[config.mk]
export PLATFORM = sky130hd
export DESIGN_NAME = bus_6502_regfile_flat
export DESIGN_NICKNAME = d
export VERILOG_FILES = /design/src/rtl/bus_6502_regfile_if.sv /design/src/rtl/bus_6502_regfile.sv /design/src/flat_wrapper.sv
export SDC_FILE = /design/constraint.sdc
export NUM_CORES = 1
export LEC_CHECK = 0
export ABC_AREA = 1
export BUFFER_PORTS_ARGS = -buffer_cell sky130_fd_sc_hd__buf_2
export CAP_MARGIN = 30
export CORE_AREA = 2 2 137 139
export CTS_BUF_LIST = sky130_fd_sc_hd__clkbuf_4 sky130_fd_sc_hd__clkbuf_8
export CTS_CLUSTER_DIAMETER = 60
export DETAILED_ROUTE_END_ITERATION = 8
export DIE_AREA = 0 0 139 141
export PLACE_DENSITY = 0.7
export SLEW_MARGIN = 20
export SYNTH_ARGS = -nofsm -noshare
export SYNTH_HDL_FRONTEND = slang
export SYNTH_SLANG_ARGS = --single-unit
export TNS_END_PERCENT = 30
[constraint.sdc]
create_clock -name clk -period 3 [get_ports clk]
set_clock_uncertainty 0.05 [all_clocks]
set_input_delay 0.75 -clock clk [delete_from_list [all_inputs] [get_ports clk]]
set_output_delay 0.75 -clock clk [all_outputs]
set_load 0.005 [all_outputs]
[src/rtl/bus_6502_regfile_if.sv]
// 6502 expansion-bus signal bundle between the CPU side (master) and the
// register file (slave).
interface bus_6502_regfile_if #(
   parameter int DATA_W = 8,
   parameter int ADDR_W = 4
);
   logic              clk_ext1;
   logic              cs;
   logic [ADDR_W-1:0] rs;
   logic              wren;
   logic [DATA_W-1:0] data_in;
   logic [DATA_W-1:0] data_out;
   logic              data_oe;
   logic              irq_n;
   logic              wr_strobe;
   logic [ADDR_W-1:0] wr_addr;
   logic [7:0]        led;

   modport master (
      output clk_ext1, cs, rs, wren, data_in,
      input  data_out, data_oe, irq_n, wr_strobe, wr_addr, led
   );

   modport slave (
      input  clk_ext1, cs, rs, wren, data_in,
      output data_out, data_oe, irq_n, wr_strobe, wr_addr, led
   );
endinterface

[src/rtl/bus_6502_regfile.sv]
// 6502 bus slave register file: oversampled phi2 access FSM, read-clear
// status/IRQ register and an LED mirror of one register.
module bus_6502_regfile #(
   parameter int DATA_W      = 8,
   parameter int ADDR_W      = 4,
   parameter int SYNC_STAGES = 2,
   parameter int LED_REG     = 0
) (
   input  logic clk,
   input  logic rst_n,
   bus_6502_regfile_if.slave bus
);
   localparam int NUM_REGS = 2**ADDR_W;
   localparam logic [ADDR_W-1:0] STAT_ADDR = ADDR_W'(NUM_REGS-1);

   typedef enum logic {IDLE, ACCESS} state_t;
   state_t state, state_nxt;

   logic [SYNC_STAGES-1:0]             phi2_sync, cs_sync, wren_sync;
   logic [SYNC_STAGES-1:0][ADDR_W-1:0] rs_sync;
   logic [SYNC_STAGES-1:0][DATA_W-1:0] din_sync;
   logic                               phi2_d;

   // Bus inputs idle high (cs/wren inactive) so reset never fakes an access
   always_ff @(posedge clk or negedge rst_n) begin
      if (!rst_n) begin
         phi2_sync <= '0;
         cs_sync   <= '1;
         wren_sync <= '1;
         rs_sync   <= '0;
         din_sync  <= '0;
         phi2_d    <= 1'b0;
      end else begin
         phi2_sync <= {phi2_sync[SYNC_STAGES-2:0], bus.clk_ext1};
         cs_sync   <= {cs_sync[SYNC_STAGES-2:0],   bus.cs};
         wren_sync <= {wren_sync[SYNC_STAGES-2:0], bus.wren};
         rs_sync   <= {rs_sync[SYNC_STAGES-2:0],   bus.rs};
         din_sync  <= {din_sync[SYNC_STAGES-2:0],  bus.data_in};
         phi2_d    <= phi2_sync[SYNC_STAGES-1];
      end
   end

   logic              phi2_s, cs_s, wren_s, rise, fall;
   logic [ADDR_W-1:0] rs_s;
   logic [DATA_W-1:0] din_s;
   assign phi2_s = phi2_sync[SYNC_STAGES-1];
   assign cs_s   = cs_sync[SYNC_STAGES-1];
   assign wren_s = wren_sync[SYNC_STAGES-1];
   assign rs_s   = rs_sync[SYNC_STAGES-1];
   assign din_s  = din_sync[SYNC_STAGES-1];
   assign rise   = phi2_s & ~phi2_d;
   assign fall   = ~phi2_s & phi2_d;

   logic [ADDR_W-1:0] addr;
   logic              wr_n;
   logic [DATA_W-1:0] regs [NUM_REGS];
   logic [DATA_W-2:0] count;
   logic              new_data;
   logic [DATA_W-1:0] status, rd_val;

   assign status = {count, new_data};
   assign rd_val = (addr == STAT_ADDR) ? status : regs[addr];

   always_ff @(posedge clk or negedge rst_n) begin
      if (!rst_n) state <= IDLE;
      else        state <= state_nxt;
   end

   logic start, commit, clr_status, rd_active;

   always_comb begin
      state_nxt  = state;
      start      = 1'b0;
      commit     = 1'b0;
      clr_status = 1'b0;
      rd_active  = 1'b0;
      case (state)
         IDLE: begin
            if (rise && !cs_s) begin
               start     = 1'b1;
               state_nxt = ACCESS;
            end
         end
         ACCESS: begin
            // A fresh rise without a fall discards the pending access
            if (rise) begin
               start     = !cs_s;
               state_nxt = cs_s ? IDLE : ACCESS;
            end else if (fall) begin
               state_nxt  = IDLE;
               commit     = !cs_s && !wr_n && (addr != STAT_ADDR);
               clr_status = !cs_s && wr_n && (addr == STAT_ADDR);
            end else begin
               rd_active = wr_n;
            end
         end
         default: state_nxt = IDLE;
      endcase
   end

   always_ff @(posedge clk or negedge rst_n) begin
      if (!rst_n) begin
         addr          <= '0;
         wr_n          <= 1'b1;
         count         <= '0;
         new_data      <= 1'b0;
         bus.data_out  <= '0;
         bus.data_oe   <= 1'b0;
         bus.irq_n     <= 1'b1;
         bus.wr_strobe <= 1'b0;
         bus.wr_addr   <= '0;
         for (int i = 0; i < NUM_REGS; i++) regs[i] <= '0;
      end else begin
         if (start) begin
            addr <= rs_s;
            wr_n <= wren_s;
         end
         bus.data_oe   <= rd_active;
         bus.wr_strobe <= commit;
         bus.irq_n     <= ~new_data;
         if (rd_active) bus.data_out <= rd_val;
         if (commit) begin
            regs[addr]  <= din_s;
            bus.wr_addr <= addr;
            count       <= count + 1'b1;
            new_data    <= 1'b1;
         end else if (clr_status) begin
            new_data <= 1'b0;
         end
      end
   end

   generate
      if (LED_REG == NUM_REGS-1) begin : g_led_status
         assign bus.led = status[7:0];
      end else begin : g_led_reg
         assign bus.led = regs[LED_REG][7:0];
      end
   endgenerate
endmodule

[src/flat_wrapper.sv]
// flat-port wrapper written by rule: the top's interface ports become plain ports
module bus_6502_regfile_flat 
#(
   parameter int DATA_W      = 8,
   parameter int ADDR_W      = 4,
   parameter int SYNC_STAGES = 2,
   parameter int LED_REG     = 0
)
  (clk, rst_n, bus_clk_ext1, bus_cs, bus_rs, bus_wren, bus_data_in, bus_data_out, bus_data_oe, bus_irq_n, bus_wr_strobe, bus_wr_addr, bus_led);
  bus_6502_regfile_if #(.DATA_W(DATA_W), .ADDR_W(ADDR_W)) bus_i ();
  input  logic clk;
  input  logic rst_n;
  input wire logic [$bits(bus_i.clk_ext1)-1:0] bus_clk_ext1;
  input wire logic [$bits(bus_i.cs)-1:0] bus_cs;
  input wire logic [$bits(bus_i.rs)-1:0] bus_rs;
  input wire logic [$bits(bus_i.wren)-1:0] bus_wren;
  input wire logic [$bits(bus_i.data_in)-1:0] bus_data_in;
  output wire logic [$bits(bus_i.data_out)-1:0] bus_data_out;
  output wire logic [$bits(bus_i.data_oe)-1:0] bus_data_oe;
  output wire logic [$bits(bus_i.irq_n)-1:0] bus_irq_n;
  output wire logic [$bits(bus_i.wr_strobe)-1:0] bus_wr_strobe;
  output wire logic [$bits(bus_i.wr_addr)-1:0] bus_wr_addr;
  output wire logic [$bits(bus_i.led)-1:0] bus_led;
  assign bus_i.clk_ext1 = bus_clk_ext1;
  assign bus_i.cs = bus_cs;
  assign bus_i.rs = bus_rs;
  assign bus_i.wren = bus_wren;
  assign bus_i.data_in = bus_data_in;
  assign bus_data_out = bus_i.data_out;
  assign bus_data_oe = bus_i.data_oe;
  assign bus_irq_n = bus_i.irq_n;
  assign bus_wr_strobe = bus_i.wr_strobe;
  assign bus_wr_addr = bus_i.wr_addr;
  assign bus_led = bus_i.led;
  bus_6502_regfile #(.DATA_W(DATA_W), .ADDR_W(ADDR_W), .SYNC_STAGES(SYNC_STAGES), .LED_REG(LED_REG)) u_core (.clk(clk), .rst_n(rst_n), .bus(bus_i));
endmodule
# Word level (Yosys, flattened, before mapping)
# Index checks and enable logic that the tools add are counted.
# totals
ff_bits	188
in_bits	17
out_inout_bits	23
word_cells	80
# op_classes
addsub	1
magnitude_cmp	2
eq_ne	2
mux	25
bitwise_logic	7
reduce_logical	9
# op_table
op	n
128-bit bitwise mux	1
8-bit binary-select mux with 4-bit select	1
8-bit demux with 4-bit select	1
8-bit two-way mux	4
1-bit two-way mux	16
7-bit by 1-bit adder with 7-bit output (second input constant)	1
1-bit logical AND	6
5-bit greater-or-equal comparator (second input constant)	1
5-bit by 1-bit less-than comparator with 1-bit output (second input constant)	1
4-bit NOT with 5-bit output	1
4-bit == test (second input constant)	1
4-bit inequality test (second input constant)	1
1-bit NOT	4
1-bit one-hot mux with 2 select lines	2
1-bit AND	2
1-bit logical NOT	2
2-bit nonzero test	1

# Depth between registers and ports, before layout
# Gate-level depths: netlist of run 1.
# depth
ltp_word	8
mapped_depth	10

# Worst setup path after synthesis of run 1
# OpenSTA, ideal clock, no wires.
# synth_timing
path_kind	reg2reg
startpoint	reg u_core.addr[1]
endpoint	reg u_core.regs[101] (netlist name)
setup_time_ns	0.126
arrival_time_ns	1.395
t_required_ns	2.824
slack_ns	1.429
path_stages_with_launch	10
period_less_slack_ns	1.571
cell_sequence	dfrtp_1 > buf_4 > nand2_4 > nor2_8 > nor3_4 > buf_6 > nand3_4 > buf_2 > nand2_1 > o21ai_1
# synth_between
elab_cells_between_ends	12
classes_between	order compare: 2; eq/ne: 1; mux: 6; bitwise: 1; reduce/logical: 2
# synth_rtl
item	line	text
start: declaration	bus_6502_regfile.sv:54	logic [ADDR_W-1:0] addr;
start signal: assignment	bus_6502_regfile.sv:115	addr <= rs_s;
4-bit inequality test	bus_6502_regfile.sv:91	commit = !cs_s && !wr_n && (addr != STAT_ADDR);
1-bit logical AND	bus_6502_regfile.sv:91	
1-bit two-way mux	bus_6502_regfile.sv:89	end else if (fall) begin
1-bit two-way mux	bus_6502_regfile.sv:86	if (rise) begin
1-bit two-way mux	bus_6502_regfile.sv:77	case (state)
net u_core.commit	bus_6502_regfile.sv:69	logic start, commit, clr_status, rd_active;
end signal: indexed assignment	bus_6502_regfile.sv:123	regs[addr] <= din_s;
end: declaration	bus_6502_regfile.sv:56	logic [DATA_W-1:0] regs [NUM_REGS];
# The timed path passes the listed nets, and every way through them passes these cells.
# A chain may end at the register's enable or synchronous reset.

# Worst setup path after layout of run 1
# layout_timing
startpoint	reg u_core.addr[0]
endpoint	reg u_core.regs[51] (netlist name)
# layout_between
elab_chain_len	6
elab_cells_between_ends	12
classes_between	order compare: 2; eq/ne: 1; mux: 6; bitwise: 1; reduce/logical: 2
# layout_rtl
item	line
4-bit NOT with 5-bit output (implied by the code)	bus_6502_regfile.sv:123
5-bit greater-or-equal comparator (implied by the code) or 5-bit by 1-bit less-than comparator with 1-bit output (tied branches)	bus_6502_regfile.sv:123
1-bit logical AND (implied by the code)	bus_6502_regfile.sv:123
8-bit two-way mux (implied by the code)	bus_6502_regfile.sv:123
8-bit demux with 4-bit select	bus_6502_regfile.sv:123
128-bit bitwise mux	bus_6502_regfile.sv:123
# Parallel ways exist; a longest one is shown, timed or not.

==> flow_metrics.tcl, run 1 <==
set metrics [dict create \
    yosysWarningCount 0 \
    synth.most_common_cell "nand2_1" \
    dr.first_iter.drc_count 580 \
    path_max_fanout 51 \
    cts_max_level 4 \
    synth_top_area_share 0.5470 \
    required_ns 3.35 \
    synth_seq_cells 180 \
    final.setup.tns_ns 0 \
    fmax_ghz 0.4287 \
    diodes 0 \
    clkSinkCount 180 \
    post-route-period-util 0.7775 \
    crit_type "reg -> reg" \
    vias 6244 \
    num_rows 50 \
    syn-cell-area_sq_um 7960 \
    synth-compound-area-share 0.06602 \
    netlist_instances 964 \
    hold_class "in -> async" \
    p_per_area_nw_per_um2 587.9 \
    synth_edf_count 0 \
    dp.final_hpwl_microns 12490 \
    use_met1 0.2794 \
    use_met3 0.03363 \
    die_w_microns 139 \
    status "finished, final reports clean" \
    gp_congestion 0.8917 \
    final_util 0.4803 \
    drv_cap 0 \
    cp.arrival_ns 2.69 \
    ant_nets 0 \
    grt_use_total 0.2042 \
    num-fill-cells 1767 \
    synth_top_family_by_area "simple AND/OR/NAND/NOR gates" \
    wire_per_inst_microns 15.14 \
    ir_worst_vdd_uv 313.9 \
    ios 40 \
    synth.distinct_cells 29 \
    regArea_sq_um 4513 \
    die_h_microns 141 \
    syn_area_per_cell_sq_um 8.257 \
    synth-xor-area-share 0.005501 \
    yosysSeqAreaShare 0.5668 \
    period_minus_slack_ns 2.333 \
    async_reset_ff_frac 1.000 \
    drc 0 \
    r2r_cells 6 \
    endpoint_kind "flip-flop" \
    synth.net_count 982 \
    rsz0062_at_grt "false" \
    postCtsHoldBufs 0 \
    busiest_layer "met2" \
    yosys.area.top_type "dfrtp_1" \
    layout.cells.non_filler 1239 \
    report.final.slew_viol_count 0 \
    maxSlewHeadroom 0.3828 \
    synth.area.top_cells "dfrtp_1 55%, nand2_1 24%, o21ai_0 3.6%, nand3_1 2.3%, o21ai_1 2.3%" \
    dr.pass1.iters 5 \
    overflow 0 \
    grt_pass1_wl_microns 31330 \
    cts_buffers 17 \
    port_buffers 39 \
    setup_viol_count_final 0 \
    synth_ff_type "dfrtp_1" \
    final_nets 1010 \
    clk_pin_slew_ns 0.10 \
    cts_buffer_depth 2 \
    root_buffer "clkbuf_8" \
    grt_max_degree 70 \
    multi_input_area_sq_um 3069 \
    synthAdderAreaFrac 0.001572 \
    drive_gt1_frac 0.1303 \
    grt_pass1_vias 6035 \
    worstMarginPinSlew_ns 0.9258 \
    fin_hold_ws_ns 0.2286 \
    routed_wl_microns 18760 \
    p_total_w 0.005158 \
    start_kind "flip-flop" \
    post_cts_buffers 0 \
    leakage_nw 4.639 \
    finalHoldViolCount 0 \
    synth-simple-area-share 0.3125 \
    placed_cells 1207 \
    start_util 0.4358 \
    muxShareOfSynthArea 0 \
    use_met2 0.3262 \
    ys_top_cells_by_count "508 x nand2_1, 174 x dfrtp_1, 58 x o21ai_0, 37 x nand3_1, 37 x o21ai_1" \
    cts-resized-gates 0 \
    cts_tree "done" \
    vias_per_cell 5.040 \
    fp.coreArea_sq_um 18270 \
    syn2layout_area_growth_pct 10.23 \
    dieArea_sq_um 19600 \
    antenna_found_initial 0 \
    clk_latency_ns 0.47 \
]
## state kept, by name, indices dropped and copies added (netlist names)
signal	cells
u_core.din_sync	8
u_core.regs	112
u_core.phi2_d	1
u_core.new_data	1
u_core.bus.data_oe	1
u_core.rs_s	4
u_core.addr	4
u_core.bus.led	8
u_core.phi2_sync	2
u_core.bus.irq_n	1
u_core.cs_sync	2
u_core.wr_n	1
u_core.rs_sync	4
u_core.bus.data_out	8
u_core.wren_sync	2
u_core.din_s	8
u_core.count	7
u_core.bus.wr_addr	4
u_core.state	1
u_core.bus.wr_strobe	1
## routing by layer
layer,part of all wire,routed length (microns)
met1,0.45,8423
met5,0,0
met4,0.026,484
met3,0.050,932
met2,0.48,8918
## layout make-up
cell class | instances | share of cell area
Clock buffer | 17 | 0.02666
Clock inverter | 15 | 0.02139
Inverter | 31 | 0.01326
Multi-Input combinational cell | 705 | 0.3498
Sequential cell | 180 | 0.5143
Tap cell | 234 | 0.03337
Timing Repair Buffer | 57 | 0.04121
## cell families (layout without fill, tap and decap cells)
family,Yosys count,after routing
AOI/OAI and AO/OA,105,105
xor gates and xnor gates,5,5
adders and majority gates,1,1
buffers and inverters,79,120
DFF,180,180
and+or+nand+nor,594,594
## path summary, 6_finish.rpt
path                                   startpoint                 end  slack [ns]
worst max-delay path               u_core.addr[0]     u_core.regs[51]        0.67
min in group clk                u_core.rs_sync[1]      u_core.rs_s[1]        0.30
max in group asynchronous                   rst_n         u_core.wr_n        1.92
worst max register to register     u_core.addr[0]     u_core.regs[51]        0.67
worst min-delay path                        rst_n  u_core.din_sync[1]        0.23
worst min register to register  u_core.rs_sync[1]      u_core.rs_s[1]        0.30
## metrics by stage
step / area [sq um] / setup slack [ns]
after floorplan: 7960 / 1.429
after global placement: 8353 / 0.7336
after detailed placement: 8353 / 0.7107
after CTS: 8775 / 0.6786
after global routing: 8775 / 0.4496
final: 8775 / 0.6674
## critical path, stage by stage, from the launching register on
cell     delay [ns]
dfrtp_2        0.64
inv_2          0.46
nor2_4         0.31
inv_1          0.13
nor3_2         0.46
nand2_1        0.10
nand2_1        0.08
## cells in the final DEF (no fill, tap or decap)
cell type | synthesis | final
a21oi_1 | 10 | 10
buf_12 | 0 | 2
buf_2 | 18 | 38
buf_4 | 12 | 16
buf_6 | 2 | 1
bufinv_16 | 0 | 2
clkbuf_8 | 0 | 17
clkinv_4 | 0 | 2
clkinv_8 | 0 | 1
clkinvlp_4 | 0 | 3
dfrtp_1 | 174 | 173
dfrtp_2 | 0 | 1
dfstp_2 | 6 | 6
ha_1 | 1 | 1
inv_1 | 23 | 23
inv_2 | 8 | 8
inv_6 | 0 | 3
inv_8 | 0 | 4
nand2_1 | 508 | 508
nand2_2 | 6 | 6
nand2_4 | 1 | 1
nand3_1 | 37 | 37
nand3_2 | 2 | 2
nand3_4 | 4 | 4
nand4_1 | 3 | 3
nand4_2 | 1 | 1
nor2_1 | 18 | 18
nor2_4 | 6 | 6
nor2_8 | 1 | 1
nor3_1 | 1 | 1
nor3_2 | 2 | 2
nor3_4 | 2 | 2
o21ai_0 | 58 | 58
o21ai_1 | 37 | 37
or2_2 | 2 | 2
xor2_1 | 5 | 5
## power by group
| part | switching (W) | leakage (nW) | internal (W) |
|---|---|---|---|
| combinational | 0.000465 | 2.04 | 0.000205 |
| clock | 0.000958 | 0.204 | 0.000778 |
| sequential | 0.000154 | 2.40 | 0.00260 |
| total | 0.00158 | 4.64 | 0.00358 |
No activity file was read; power rests on OpenSTA's default activity.
==> inputs of run 2 (changes only) <==
--- a/config.mk
+++ b/config.mk
@@ -5,15 +5,15 @@
 export SDC_FILE = /design/constraint.sdc
 export NUM_CORES = 1
 export LEC_CHECK = 0
-export ABC_AREA = 1
+export ABC_AREA = 0
 export BUFFER_PORTS_ARGS = -buffer_cell sky130_fd_sc_hd__buf_2
 export CAP_MARGIN = 30
-export CORE_AREA = 2 2 137 139
+export CORE_AREA = 2 2 134 136
 export CTS_BUF_LIST = sky130_fd_sc_hd__clkbuf_4 sky130_fd_sc_hd__clkbuf_8
 export CTS_CLUSTER_DIAMETER = 60
 export DETAILED_ROUTE_END_ITERATION = 8
-export DIE_AREA = 0 0 139 141
-export PLACE_DENSITY = 0.7
+export DIE_AREA = 0 0 136 138
+export PLACE_DENSITY = 0.73
 export SLEW_MARGIN = 20
 export SYNTH_ARGS = -nofsm -noshare
 export SYNTH_HDL_FRONTEND = slang
==> constraint.sdc (replaced) <==
create_clock -name clk -period 1.9 [get_ports clk]
set_clock_uncertainty 0.05 [all_clocks]
set_input_delay 0.475 -clock clk [delete_from_list [all_inputs] [get_ports clk]]
set_output_delay 0.475 -clock clk [all_outputs]
set_load 0.005 [all_outputs]
==> flow_metrics.tcl, run 2 <==
set metrics [dict create \
    start_util 0.4374 \
    switching_share 0.2656 \
    grt_pass1_vias 4967 \
    ys_top_cells_by_count "174 x dfrtp_1, 132 x mux2_2, 17 x clkbuf_1, 17 x mux2i_1, 16 x mux4_2" \
    synth-simple-area-share 0.06069 \
    muxShareOfSynthArea 0.2644 \
    p_per_area_nw_per_um2 871.5 \
    die_h_microns 138 \
    top_register "u_core.regs" \
    ios 40 \
    rsz0062_at_grt "true" \
    period_minus_slack_ns 1.950 \
    syn-cell-area_sq_um 7670 \
    hold_class "in -> reg" \
    path_max_fanout 9 \
    slowest_stage "dfstp_2" \
    antenna_found_initial 0 \
    dp.final_hpwl_microns 11350 \
    finalHoldViolCount 0 \
    intPower_w 0.005992 \
    start_kind "flip-flop" \
    synth_edf_count 0 \
    met1_length_microns 7535 \
    fmax_ghz 0.5127 \
    cpPeakStageDelay_ns 0.38 \
    final_nets 604 \
    p_total_w 0.008158 \
    synth_top_family_by_area "multiplexers" \
    cts_max_level 4 \
    endpoint_kind "flip-flop" \
    fin_ws_ns -0.05029 \
    clk_latency_ns 0.47 \
    drive_gt1_frac 0.5058 \
    maxSlewHeadroom 0.5907 \
    synth-xor-area-share 0.007993 \
    route.met2.wl_microns 8806 \
    dr.first_iter.drc_count 301 \
    synth-compound-area-share 0.04845 \
    num_rows 49 \
    synth.most_common_cell "dfrtp_1" \
    synth_top_area_share 0.5677 \
    yosysWarningCount 0 \
    cts_buffers 17 \
    synthAdderAreaFrac 0.001631 \
    ant_nets 0 \
    port_buffers 39 \
    synth.net_count 529 \
    crit_type "reg -> reg" \
    grt_use_total 0.1934 \
    layout_common_cells "171 x dfrtp_1, 78 x mux2_4, 55 x mux2_2" \
    clk_pin_slew_ns 0.09 \
    syn_area_per_cell_sq_um 15.01 \
    crit_top_cell "buf_12" \
    power.share.clock 0.319 \
    num-fill-cells 1412 \
    gp_congestion 0.7934 \
    largest_register_ffs 112 \
    cp_cell_sequence "nand4bb_1 -> or3_4 -> buf_12 -> nor3_4 -> buf_12 -> mux2_4" \
    async_reset_ff_frac 1.000 \
    violations "setup timing" \
    top_layer_used "met4" \
    p_seq_frac 0.536 \
    dieArea_sq_um 18770 \
    final_util 0.5339 \
    post-route-period-util 1.026 \
    cp_num_buf_inv 2 \
    grt_pass1_wl_microns 27570 \
    die_w_microns 136 \
    wire_per_inst_microns 20.60 \
    final_common_cell "dfrtp_1" \
    vias_per_cell 5.440 \
    worstMarginPinSlew_ns 0.6139 \
    report.final.slew_viol_count 0 \
    status "finished with violations" \
    crit_family "simple AND/OR/NAND/NOR gates" \
    yosys.area.top_type "dfrtp_1" \
    dr.pass1.iters 4 \
    drv_cap 0 \
    cp.arrival_ns 2.25 \
    cts_tree "done" \
    synth.area.top_cells "dfrtp_1 57%, mux2_2 19%, mux4_2 4.7%, mux2i_1 2.2%, dfstp_2 2.1%" \
    overflow 0 \
    synth_ff_type "dfrtp_1" \
    yosysSeqAreaShare 0.5883 \
    ir_worst_vdd_uv 544.1 \
    synth_seq_cells 180 \
    clkSinkCount 180 \
    required_ns 2.20 \
    wl_met3_microns 510 \
    netlist_instances 511 \
    cts_buffer_depth 2 \
    setup_viol_count_final 76 \
    drc 0 \
    p_sw_w 0.002167 \
    routed_wl_microns 17060 \
    leakage_nw 4.443 \
    grt_max_degree 83 \
    power_frac_comb 0.146 \
    synth.distinct_cells 39 \
    root_buffer "clkbuf_8" \
    diodes 0 \
    fp.coreArea_sq_um 17530 \
    vias 4504 \
    final.setup.tns_ns -1.301 \
    syn2layout_area_growth_pct 22.06 \
]
run 2: through the flow:
step | cell area [sq um] | instances | setup slack [ns] | hold WS, ns
after floorplan | 7674 | 511 | -0.1837 | 0.1294
after global placement | 8579 | 792 | -0.07088 | 0.2826
after detailed placement | 8579 | 792 | -0.08120 | 0.2862
after CTS | 9155 | 827 | -0.06488 | 0.02316
after global routing | 9361 | 828 | -0.1357 | 0.01873
final | 9361 | 828 | -0.05029 | 0.04719
run 2: power groups by stage:
stage	sequential, W	combinational, W	clock, W
global route	0.00441	0.00129	0.00281
finish	0.00437	0.00119	0.00260
global placement	0.00441	0.00109	0
detailed placement	0.00443	0.00113	0
CTS	0.00436	0.00116	0.00266
floorplan	0.00432	0.000720	0
run 2: worst reg2reg max path: cells and delay by family (launching register included):
family / cells / cell delay [ns]
mux: 1 / 0.30
flops: 1 / 0.38
buf+inv: 2 / 0.33
simple gates: 3 / 0.78
run 2: final cells by class:
class                   count  area (sq um)  area share
clock buffers              20         269.0     0.02874
clock inverters            12         127.6     0.01363
inverters                   5         18.77    0.002005
multi-input cells         288          3274      0.3498
flip-flops and latches    180          4516      0.4824
well taps                 229         286.5     0.03061
repair buffers             94         869.6     0.09289
run 2: cells by family (layout without fill, tap and decap cells):
kind of cell	count (synthesis)	count (layout)
compound gates	49	49
buf+inv	43	131
flops	180	180
fa+ha+maj	1	1
simple gates	65	65
xor+xnor	7	7
mux	166	166
run 2: per-layer routing:
metal,vias to the layer above,global-route usage
met1,2403,0.2552
met5,-,0
met2,78,0.3237
met4,0,0.05592
li1,2006,-
met3,17,0.03997
run 2: final timing paths:
kind | startpoint | end | slack (ns) | depth (start not counted)
worst max-delay path | u_core.cs_sync[1] | u_core.bus.led[4] | -0.05 | 6
worst max register to register | u_core.cs_sync[1] | u_core.bus.led[4] | -0.05 | 6
min in group asynchronous | rst_n | u_core.bus.data_out[1] | 0.37 | 2
max in group asynchronous | rst_n | u_core.regs[35] | 0.74 | 3
worst min-delay path | bus_wren | u_core.wren_sync[0] | 0.05 | 1
worst min register to register | u_core.din_sync[5] | u_core.din_s[5] | 0.30 | 0
run 2: what timing repair did:
action / in CTS / in global routing
buffers inserted: 2 / 1
endpoints found under the hold margin: 16 / 0
resized for setup: 41 / 53
pin swaps: 2 / 5
hold buffers: 1 / 0
endpoints found under the setup margin: 86 / 118
